### config.mk
export PLATFORM = sky130hd
export DESIGN_NAME = fetch_unit_flat
export DESIGN_NICKNAME = d
export VERILOG_FILES = /design/src/rtl/fetch_unit_if.sv /design/src/rtl/fetch_unit.sv /design/src/flat_wrapper.sv
export SDC_FILE = /design/constraint.sdc
export NUM_CORES = 1
export LEC_CHECK = 0
export CAP_MARGIN = 25
export CORE_MARGIN = 3
export CORE_UTILIZATION = 52
export DETAILED_ROUTE_END_ITERATION = 10
export GPL_TIMING_DRIVEN = 0
export MAX_ROUTING_LAYER = met4
export PLACE_DENSITY = 0.95
export SLEW_MARGIN = 20
export SYNTH_ARGS = -nofsm -noshare
export SYNTH_HDL_FRONTEND = slang
export SYNTH_SLANG_ARGS = --single-unit
### constraint.sdc
create_clock -name clk_i -period 7 [get_ports clk_i]
set_input_delay 1.4 -clock clk_i [delete_from_list [all_inputs] [get_ports clk_i]]
set_output_delay 1.4 -clock clk_i [all_outputs]
set_load 0.05 [all_outputs]
### src/rtl/fetch_unit_if.sv
// Fetch unit bus: program control, ROM fetch and retirement status.
//   start_i/start_addr_i : launch a program at an entry address
//   stall_i              : freeze PC/state for the cycle
//   inst_i               : ROM data for address_o (combinational ROM)
//   flag_i/offset_i      : branch condition and unsigned distance
//   address_o            : current PC
//   inst_o/inst_valid_o  : instruction issued this cycle
//   done_o/cycles_o      : halt retired / executed-instruction count
interface fetch_unit_if;
    logic        start_i;
    logic [7:0]  start_addr_i;
    logic        stall_i;
    logic [7:0]  inst_i;
    logic        flag_i;
    logic [7:0]  offset_i;
    logic [7:0]  address_o;
    logic [7:0]  inst_o;
    logic        inst_valid_o;
    logic        done_o;
    logic [15:0] cycles_o;

    // Driver side: control, ROM and execute stage
    modport master (
        output start_i, start_addr_i, stall_i, inst_i, flag_i, offset_i,
        input  address_o, inst_o, inst_valid_o, done_o, cycles_o
    );

    // Fetch unit side
    modport slave (
        input  start_i, start_addr_i, stall_i, inst_i, flag_i, offset_i,
        output address_o, inst_o, inst_valid_o, done_o, cycles_o
    );
endinterface

### src/rtl/fetch_unit.sv
// Instruction fetch unit: PC sequencing with halt, conditional
// forward/backward branches, stall and start/restart control.
// Ports:
//   clk_i      : clock, rising edge
//   reset_n_i  : synchronous active-low reset
//   bus        : fetch_unit_if.slave (see interface for signal list)
// address_o, done_o and cycles_o are registered; inst_valid_o and
// inst_o are combinational from state and stall_i/inst_i.
module fetch_unit #(
    parameter logic [7:0] START_DEFAULT = 8'd0
) (
    input  logic         clk_i,
    input  logic         reset_n_i,
    fetch_unit_if.slave  bus
);
    localparam int unsigned AW = 8;
    localparam int unsigned CW = 16;

    localparam logic [AW-1:0] HALT_OP = 8'b1000_1000;
    localparam logic [4:0]    FWD_OP  = 5'b11110;
    localparam logic [4:0]    BWD_OP  = 5'b10110;
    localparam logic [CW-1:0] CYC_MAX = 16'hFFFF;

    typedef enum logic [1:0] {
        IDLE   = 2'd0,
        RUN    = 2'd1,
        HALTED = 2'd2
    } state_t;

    state_t        r_state, w_state_nxt;
    logic [AW-1:0] r_pc, w_pc_nxt;
    logic          r_done, w_done_nxt;
    logic [CW-1:0] r_cycles, w_cycles_nxt;

    logic w_inst_valid;
    logic w_is_halt;
    logic w_is_fwd;
    logic w_is_bwd;

    // Issue qualifier: only a non-stalled RUN cycle executes an instruction
    assign w_inst_valid = (r_state == RUN) && !bus.stall_i;

    // Instruction class decode
    assign w_is_halt = (bus.inst_i == HALT_OP);
    assign w_is_fwd  = (bus.inst_i[7:3] == FWD_OP);
    assign w_is_bwd  = (bus.inst_i[7:3] == BWD_OP);

    // State register
    always_ff @(posedge clk_i) begin
        if (!reset_n_i) begin
            r_state  <= IDLE;
            r_pc     <= START_DEFAULT;
            r_done   <= 1'b0;
            r_cycles <= '0;
        end else begin
            r_state  <= w_state_nxt;
            r_pc     <= w_pc_nxt;
            r_done   <= w_done_nxt;
            r_cycles <= w_cycles_nxt;
        end
    end

    // Next-state, PC and counter logic
    always_comb begin
        w_state_nxt  = r_state;
        w_pc_nxt     = r_pc;
        w_done_nxt   = r_done;
        w_cycles_nxt = r_cycles;

        unique case (r_state)
            IDLE, HALTED: begin
                if (bus.start_i) begin
                    w_state_nxt  = RUN;
                    w_pc_nxt     = bus.start_addr_i;
                    w_done_nxt   = 1'b0;
                    w_cycles_nxt = '0;
                end
            end
            RUN: begin
                // Stall holds everything, including a pending halt
                if (w_inst_valid) begin
                    if (r_cycles != CYC_MAX) begin
                        w_cycles_nxt = r_cycles + CW'(1);
                    end
                    if (w_is_halt) begin
                        w_state_nxt = HALTED;
                        w_done_nxt  = 1'b1;
                    end else if (w_is_fwd && bus.flag_i) begin
                        w_pc_nxt = r_pc + AW'(1) + bus.offset_i;
                    end else if (w_is_bwd && bus.flag_i) begin
                        w_pc_nxt = r_pc + AW'(1) - bus.offset_i;
                    end else begin
                        w_pc_nxt = r_pc + AW'(1);
                    end
                end
            end
            default: begin
                w_state_nxt = IDLE;
            end
        endcase
    end

    assign bus.address_o    = r_pc;
    assign bus.done_o       = r_done;
    assign bus.cycles_o     = r_cycles;
    assign bus.inst_valid_o = w_inst_valid;
    assign bus.inst_o       = w_inst_valid ? bus.inst_i : 8'h00;

endmodule

### src/flat_wrapper.sv
// flat-port wrapper written by rule: the top's interface ports become plain ports
module fetch_unit_flat 
#(
    parameter logic [7:0] START_DEFAULT = 8'd0
)
  (clk_i, reset_n_i, bus_start_i, bus_start_addr_i, bus_stall_i, bus_inst_i, bus_flag_i, bus_offset_i, bus_address_o, bus_inst_o, bus_inst_valid_o, bus_done_o, bus_cycles_o);
  fetch_unit_if bus_i ();
  input  logic clk_i;
  input  logic reset_n_i;
  input wire logic [$bits(bus_i.start_i)-1:0] bus_start_i;
  input wire logic [$bits(bus_i.start_addr_i)-1:0] bus_start_addr_i;
  input wire logic [$bits(bus_i.stall_i)-1:0] bus_stall_i;
  input wire logic [$bits(bus_i.inst_i)-1:0] bus_inst_i;
  input wire logic [$bits(bus_i.flag_i)-1:0] bus_flag_i;
  input wire logic [$bits(bus_i.offset_i)-1:0] bus_offset_i;
  output wire logic [$bits(bus_i.address_o)-1:0] bus_address_o;
  output wire logic [$bits(bus_i.inst_o)-1:0] bus_inst_o;
  output wire logic [$bits(bus_i.inst_valid_o)-1:0] bus_inst_valid_o;
  output wire logic [$bits(bus_i.done_o)-1:0] bus_done_o;
  output wire logic [$bits(bus_i.cycles_o)-1:0] bus_cycles_o;
  assign bus_i.start_i = bus_start_i;
  assign bus_i.start_addr_i = bus_start_addr_i;
  assign bus_i.stall_i = bus_stall_i;
  assign bus_i.inst_i = bus_inst_i;
  assign bus_i.flag_i = bus_flag_i;
  assign bus_i.offset_i = bus_offset_i;
  assign bus_address_o = bus_i.address_o;
  assign bus_inst_o = bus_i.inst_o;
  assign bus_inst_valid_o = bus_i.inst_valid_o;
  assign bus_done_o = bus_i.done_o;
  assign bus_cycles_o = bus_i.cycles_o;
  fetch_unit #(.START_DEFAULT(START_DEFAULT)) u_core (.clk_i(clk_i), .reset_n_i(reset_n_i), .bus(bus_i));
endmodule
Word level (Yosys, flattened, before mapping)
Index checks and enable logic that the tools add are counted.

storage, ports and cells
  register bits = 27
  output and inout bits = 34

cells by class
  reductions and logical operators = 11
  mux-type cells = 19
  $add $sub $neg = 4
  equal/unequal tests = 11

operators with widths
  kind                     count
  $mux W16                 3
  $mux W8                  6
  $pmux W16 S2             1
  $add A16 B1 Y16 const B  1
  $ne A16 B16 Y1 const B   1
  $pmux W8 S2              1
  $reduce_and A4 Y1        3
  $eq A5 B5 Y1 const B     2
  $add A8 B1 Y8 const B    1
  $add A8 B8 Y8            1
  $eq A8 B8 Y1 const B     1
  $sub A8 B8 Y8            1
  $mux W2                  3
  $ne A2 B2 Y1 const B     3
  $ne A2 B1 Y1 const B     2
  $pmux W2 S2              1
  $logic_and A1 B1 Y1      3
  $mux W1                  3
  $reduce_and A3 Y1        1
  $eq A2 B1 Y1 const B     1
  $eq A2 B2 Y1 const B     1
  $logic_not A2 Y1         1
  $pmux W1 S2              1
  $reduce_bool A2 Y1       1
  other kinds (2)          2

Longest topological paths before layout
Gate-level depths: netlist of run 1.

  depth in word-level cells = 7
  gate-level depth with buffers = 11
  depth with buffers taken out = 10

Worst setup path after synthesis of run 1
No wires, ideal clock.

  path type = in2out
  start = input bus_stall_i
  end = output bus_inst_o[0]
  stages on the path = 2
  slack = 3.086 ns
  data required time = 5.600 ns
  arrival = 2.514 ns
  cells stage by stage = nor3b_4 and2_1

on the way
  cells in the longest elaborated chain, start to end = 3

ends and longest elaborated chain
  element              RTL line            RTL
  start, declared      flat_wrapper.sv:12  input wire logic [$bits(bus_i.stall_i)-1:0] bus_stall_i;
  $logic_not A1 Y1     fetch_unit.sv:41    assign w_inst_valid = (r_state == RUN) && !bus.stall_i;
  $logic_and A1 B1 Y1  fetch_unit.sv:41
  $mux W8              fetch_unit.sv:107   assign bus.inst_o = w_inst_valid ? bus.inst_i : 8'h00;
  end, declared        flat_wrapper.sv:17  output wire logic [$bits(bus_i.inst_o)-1:0] bus_inst_o;

Every way passes these cells.

Worst setup path after layout of run 1
  start = input bus_stall_i
  end = output bus_inst_o[1]

The elaborated chain is that of the path after synthesis.

==> results of run 1 <==
report_power, final:
part | switching (mW) | leakage, nW | total (mW) | internal (mW)
sequential | 0.00917 | 0.220 | 0.169 | 0.159
combinational | 0.0985 | 0.898 | 0.175 | 0.0761
clock | 0.0480 | 0.0228 | 0.0889 | 0.0409
path summary, 6_finish.rpt:
check | startpoint | to | slack [ps] | cells past startpoint
worst max-delay path | bus_stall_i | bus_inst_o[1] | 2310 | 4
worst min-delay path | u_core.bus.done_o | u_core.bus.done_o | 490 | 2
worst max register to register | u_core.bus.address_o[0] | u_core.bus.address_o[5] | 4090 | 11
worst min register to register | u_core.bus.done_o | u_core.bus.done_o | 490 | 2
sequential cells by signal, summed over array words and instances (netlist names):
| name | cells |
|---|---|
| u_core.bus.address_o | 8 |
| u_core.bus.cycles_o | 16 |
| u_core.bus.done_o | 1 |
| u_core.r_state | 2 |
cell type report:
class	instances	area [um^2]	share of cell area, %
multi-input cells	225	1583	53.67
repair buffers	61	610.6	20.70
flip-flops and latches	27	540.5	18.33
well taps	50	62.56	2.121
plain buffers	12	58.81	1.994
inverters	13	48.80	1.655
clock buffers	4	45.04	1.527
cell families after synthesis:
| logic type | Yosys count |
|---|---|
| compound gates | 65 |
| fa+ha+maj | 18 |
| simple gates | 112 |
| mux | 5 |
| buf+inv | 25 |
| flops | 27 |
| xor+xnor | 25 |
Yosys cell counts, types with 4 or more instances:
cell type	count	share of area [%]
dfxtp_1	27	24
nand2_1	26	4.4
nor2_1	25	4.2
ha_1	16	9.0
a21oi_1	13	2.9
inv_1	13	2.2
o21ai_0	13	2.9
xor2_1	13	5.1
xnor2_1	11	4.3
and2_1	8	2.2
a31oi_1	7	2.0
and3_1	7	2.0
nand3_1	7	1.6
nor2b_1	7	2.0
and4_1	6	2.4
clkbuf_1	6	1.0
o211ai_1	6	2.0
a21boi_0	5	1.7
buf_2	5	1.1
nand4_1	5	1.4
or3_1	5	1.4
nor3_1	4	0.90
o21a_1	4	1.3
cells in the final DEF (no fill, tap or decap), drive strengths merged, types with 8 or more instances in the layout:
| cell | instances |
|---|---|
| clkdlybuf4s50 | 61 |
| dfxtp | 27 |
| nand2 | 26 |
| nor2 | 25 |
| ha | 16 |
| o21ai | 14 |
| a21oi | 14 |
| xor2 | 13 |
| inv | 13 |
| xnor2 | 11 |
| clkbuf | 10 |
| and2 | 8 |
through the flow:
stage	util [%]	instances	instance area [um^2]	total power, mW	worst slack, ps
5_1_grt	72.68	392	2949	0.4598	2216
6_report	72.68	392	2949	0.4322	2311
4_1_cts	72.68	392	2949	0.4328	2305
2_1_floorplan	-	277	2231	0.2890	3086
3_5_place_dp	71.57	388	2904	0.3453	2312
3_3_place_gp	71.57	388	2904	0.3388	2347
metal layers:
| metal | routed length [um] | up-vias |
|---|---|---|
| met5 | 0 | - |
| met3 | 486 | 10 |
| met1 | 2397 | 1056 |
| met2 | 2833 | 90 |
| li1 | - | 1114 |
| met4 | 69 | 0 |
worst register-to-register path, cell delays in order (launching register included):
cell	delay, ps
dfxtp_1	490
ha_1	270
nand3_1	120
xnor2_1	190
ha_1	300
clkbuf_1	280
nor2_1	80
a21oi_1	240
nand3b_1	100
a22oi_1	230
mux2_2	360
o21a_1	160
==> load_flow_metrics.sql, run 1 <==
INSERT INTO impl_metrics (metric_group, metric, value, unit) VALUES
('detailed_routing', 'remaining_drc_errors', '0', ''),
('status', 'run_status', 'complete, no violations', ''),
('synthesis', 'seq_area_frac_synth', '24.23', '%'),
('synthesis', 'synthFlopType', 'dfxtp_1', ''),
('cts', 'worstSkewPairLatency', '280', 'ps'),
('placement', 'port_buffers', '61', ''),
('detailed_routing', 'final_antenna_net_count', '0', ''),
('worst_setup_path', 'path_cells', 'clkdlybuf4s50_1 > nor3b_4 > and2_1 > clkdlybuf4s50_1', ''),
('floorplanning', 'initial_core_util', '54.98', '%'),
('floorplanning', 'dieArea', '5112', 'um^2'),
('synthesis', 'post_synth_mux_area_share', '2.356', '%'),
('worst_setup_path', 'timing.critical_path.from_type', 'input port', ''),
('global_route', 'grt.overflow.total', '0', ''),
('cts', 'clkSlewWorstSetupHoldPaths', '90', 'ps'),
('cts', 'cts_max_level', '1', ''),
('synthesis', 'postSynthAreaPerCell', '8.054', 'um^2'),
('cts', 'cts_repair_resize_count', '0', ''),
('detailed_routing', 'drt-vias-per-instance', '5.791', ''),
('worst_setup_path', 'critPathMaxFanout', '10', ''),
('pwr', 'p_leak', '1.140', 'nW'),
('worst_setup_path', 'worst_ep_arrival_time', '3290', 'ps'),
('worst_setup_path', 'worst_setup_end_kind', 'primary output', ''),
('worst_setup_path', 'delay_heaviest_family_cp', 'buffers and inverters', ''),
('synthesis', 'syn-num-nets', '324', ''),
('cts', 'clock_tree_from_tritoncts', 'yes', ''),
('synthesis', 'synth.ff_latch_count', '27', ''),
('global_route', 'grt-busiest-layer', 'met2', ''),
('cts', 'cts_inserted_buffers', '3', ''),
('detailed_routing', 'routed_wirelength', '5786', 'um'),
('timing', 'hold_violations', '0', ''),
('worst_setup_path', 'critical_path.most_common_cell', 'clkdlybuf4s50_1', ''),
('floorplanning', 'std_cell_rows', '23', ''),
('cts', 'clock_path_buffers', '2', ''),
('timing', 'max-slew-margin-rel', '65.75', '%'),
('synthesis', 'syn_area', '2231', 'um^2'),
('cts', 'cts.repair_timing.setup_buffer_count', '0', ''),
('global_route', 'maximum_number_of_pins_on_one_net_before_global_route_repair', '15', ''),
('min_path', 'worst_hold_path_type', 'reg -> reg', ''),
('floorplanning', 'design.core.area', '4058', 'um^2'),
('timing', 'finalCriticalPeriod', '4689', 'ps'),
('timing', 'final-setup-viol-count', '0', ''),
('timing', 'fmax', '0.2133', 'GHz'),
('pwr', 'peakVddDrop', '0.1360', 'mV'),
('synthesis', 'main_combinational_cell_family_by_area_after_synthesis', 'simple AND/OR/NAND/NOR gates', ''),
('timing', 'final.hold.worst_slack', '488.3', 'ps'),
('synthesis', 'synthAdderAreaFrac', '10.77', '%'),
('worst_setup_path', 'cpMaxStageDelayCell', 'clkdlybuf4s50_1', ''),
('detailed_routing', 'route.vias.total', '2270', ''),
('cts', 'cts.sinks', '27', ''),
('worst_setup_path', 'crit_path_max_incr_delay', '800', 'ps'),
('global_route', 'use_met1', '29.08', '%'),
('detailed_routing', 'drt_pass1_iterations', '4', ''),
('timing', 'timing.setup.tns', '0', 'ps'),
('layout', 'antenna_diode_count', '0', ''),
('timing', 'timing_worst_slew_pin_value', '512.1', 'ps'),
('detailed_routing', 'dr.first_iter.drc_count', '174', ''),
('global_route', 'first_global_vias', '2172', ''),
('synthesis', 'synth_cell_types', '49', ''),
('worst_setup_path', 'criticalPathCategory', 'in -> out', ''),
('synthesis', 'synth-compound-area-share', '19.85', '%'),
('layout', 'final.fill_count', '310', ''),
('synthesis', 'synth_xor_xnor_area_share', '10.43', '%'),
('floorplanning', 'die_y', '71.50', 'um'),
('global_route', 'grt_usage', '23.61', '%'),
('timing', 'rsz0062_at_grt', 'no', ''),
('synthesis', 'yosysWarnings', '0', ''),
('cts', 'clock_tree.root_cell', 'clkbuf_8', ''),
('timing', 'slew_viol_final', '0', ''),
('pwr', 'power_density', '146.5', 'nW/um^2'),
('layout', 'area_growth_syn_to_layout', '32.19', '%'),
('worst_setup_path', 'cp.buffers_inverters', '2', '');
(Power assumes the default switching activity.)
==> run 2, diff against run 1 <==
- CORE_UTILIZATION: 52 -> 44
- PLACE_DENSITY: 0.95 -> 0.88
- clock period: 7 -> 4.3 ns (I/O delays scaled with it)
==> load_flow_metrics.sql, run 2 (same netlist as run 1, synthesis figures left out) <==
INSERT INTO impl_metrics (metric_group, metric, value, unit) VALUES
('timing', 'max-slew-margin-rel', '65.45', '%'),
('timing', 'hold_violations', '0', ''),
('status', 'run_status', 'complete, no violations', ''),
('layout', 'area_growth_syn_to_layout', '33.15', '%'),
('placement', 'port_buffers', '61', ''),
('worst_setup_path', 'worst_setup_end_kind', 'primary output', ''),
('floorplanning', 'design.core.area', '4817', 'um^2'),
('global_route', 'grt.overflow.total', '0', ''),
('detailed_routing', 'routed_wirelength', '5776', 'um'),
('worst_setup_path', 'timing.critical_path.from_type', 'input port', ''),
('timing', 'period_share', '83.33', '%'),
('cts', 'cts_max_level', '1', ''),
('worst_setup_path', 'cpMaxStageDelayCell', 'clkdlybuf4s50_1', ''),
('worst_setup_path', 'criticalPathCategory', 'in -> out', ''),
('detailed_routing', 'drt_pass1_iterations', '5', ''),
('flow_run', 'max_cap_violations', '0', ''),
('detailed_routing', 'route.vias.total', '2272', ''),
('worst_setup_path', 'critical_path.most_common_cell', 'clkdlybuf4s50_1', ''),
('detailed_routing', 'route.met2.wl', '2736', 'um'),
('timing', 'final-setup-viol-count', '0', ''),
('worst_setup_path', 'delay_heaviest_family_cp', 'buffers and inverters', ''),
('pwr', 'peakVddDrop', '0.1873', 'mV'),
('detailed_routing', 'routed_length_per_instance', '14.12', 'um'),
('cts', 'cts.sinks', '27', ''),
('floorplanning', 'dieArea', '5961', 'um^2'),
('detailed_routing', 'topRoutingLayerUsed', 'met4', ''),
('cts', 'clock_tree.root_cell', 'clkbuf_8', ''),
('layout', 'post_route_cells_drive_above_1_share', '6.140', '%'),
('cts', 'postCtsHoldBufs', '0', ''),
('placement', 'post_place_setup_slack', '698.7', 'ps'),
('floorplanning', 'initial_core_util', '46.31', '%'),
('global_route', 'maximum_number_of_pins_on_one_net_before_global_route_repair', '15', ''),
('layout', 'mostFrequentLayoutCells', 'clkdlybuf4s50_1 (61), dfxtp_1 (27), nand2_1 (26), nor2_1 (25), ha_1 (16)', ''),
('pwr', 'power_density', '236.5', 'nW/um^2'),
('timing', 'finalCriticalPeriod', '3583', 'ps'),
('detailed_routing', 'final_antenna_net_count', '0', ''),
('timing', 'clock-skew-final', '3.212', 'ps'),
('detailed_routing', 'met3_length', '371', 'um'),
('global_route', 'first_global_vias', '2136', ''),
('detailed_routing', 'dr.first_iter.drc_count', '154', ''),
('worst_setup_path', 'path_cells', 'clkdlybuf4s50_1 > nor3b_4 > and2_1 > clkdlybuf4s50_1', ''),
('detailed_routing', 'remaining_drc_errors', '0', ''),
('cts', 'cts_repair_resize_count', '0', ''),
('cts', 'clkSlewWorstSetupHoldPaths', '90', 'ps'),
('layout', 'largest_register_ffs', '16', ''),
('cts', 'cts_inserted_buffers', '3', ''),
('timing', 'slew_viol_final', '0', ''),
('min_path', 'worst_hold_path_type', 'reg -> reg', ''),
('worst_setup_path', 'critPathMaxFanout', '10', ''),
('timing', 'timing_worst_slew_pin_value', '512.8', 'ps'),
('worst_setup_path', 'crit_path_max_incr_delay', '800', 'ps'),
('global_route', 'grt_first_pass_wirelength', '9770', 'um'),
('worst_setup_path', 'cp.buffers_inverters', '2', ''),
('floorplanning', 'boundaryPins', '63', ''),
('worst_setup_path', 'cp_data_required_time', '3440', 'ps'),
('placement', 'place_hpwl', '4592', 'um'),
('placement', 'final_wtd_congestion', '0.9195', ''),
('layout', 'fin_nets', '390', ''),
('pwr', 'p_leak', '1.140', 'nW'),
('cts', 'worstSkewPairLatency', '270', 'ps'),
('detailed_routing', 'routed_metal_1_wire_length', '2600', 'um'),
('cts', 'clock_tree_from_tritoncts', 'yes', ''),
('timing', 'timing.setup.tns', '0', 'ps'),
('cts', 'clock_path_buffers', '2', ''),
('timing', 'fmax', '0.2791', 'GHz'),
('cts', 'cts.repair_timing.setup_buffer_count', '0', ''),
('layout', 'final_common_cell', 'clkdlybuf4s50_1', ''),
('layout', 'antenna_diode_count', '0', ''),
('global_route', 'grt_usage', '19.78', '%'),
('worst_setup_path', 'worst_ep_arrival_time', '2720', 'ps'),
('global_route', 'antenna_found_initial', '0', ''),
('floorplanning', 'die_x', '77.21', 'um'),
('detailed_routing', 'drt-vias-per-instance', '5.555', ''),
('timing', 'setup_slack', '716.6', 'ps'),
('floorplanning', 'die_y', '77.21', 'um'),
('timing', 'rsz0062_at_grt', 'no', ''),
('floorplanning', 'std_cell_rows', '25', '');
## run 2: path summary, 6_finish.rpt
path / cells after the start / startpoint / slack (ps) / endpoint
worst max-delay path: 4 / bus_stall_i / 720 / bus_inst_o[4]
worst min-delay path: 2 / u_core.bus.done_o / 470 / u_core.bus.done_o
worst max register to register: 11 / u_core.bus.address_o[0] / 1310 / u_core.bus.address_o[5]
worst min register to register: 2 / u_core.bus.done_o / 470 / u_core.bus.done_o
## run 2: worst register-to-register path, stage by stage (launching register included)
cell and delay, ps:
dfxtp_1 520, ha_1 270, nand3_1 110, xnor2_1 190, ha_1 300, clkbuf_1 270
nor2_1 70, a21oi_1 270, nand3b_1 130, a22oi_1 230, mux2_2 360, o21a_1 170
## run 2: layer usage
metal | GRT usage (%) | up-vias
li1 | - | 1113
met1 | 26.24 | 1069
met2 | 32.64 | 82
met3 | 2.465 | 8
met4 | 3.559 | 0
met5 | - | -
## run 2: cell type report
class / instances / area (um^2)
fillers: 423 / 1847
plain buffers: 12 / 58.81
multi-input cells: 225 / 1583
flip-flops and latches: 27 / 540.5
inverters: 13 / 48.80
clock buffers: 4 / 45.04
repair buffers: 61 / 610.6
well taps: 67 / 83.83
## run 2: power breakdown
part | switching [mW] | internal, mW | total (mW) | leakage [nW]
registers | 0.0155 | 0.260 | 0.275 | 0.220
clock network | 0.0760 | 0.0662 | 0.142 | 0.0228
logic | 0.161 | 0.124 | 0.285 | 0.898
total | 0.252 | 0.450 | 0.702 | 1.14
## run 2: through the flow
step	util (%)	cells	hold slack, ps	area, um^2	power (mW)
floorplan	-	277	562.8	2231	0.4705
global placement	60.73	405	460.1	2925	0.5528
detailed placement	60.73	405	467.2	2925	0.5636
CTS	61.66	409	480.4	2970	0.7048
global route	61.66	409	513.0	2970	0.7401
finish	61.66	409	472.4	2970	0.7024
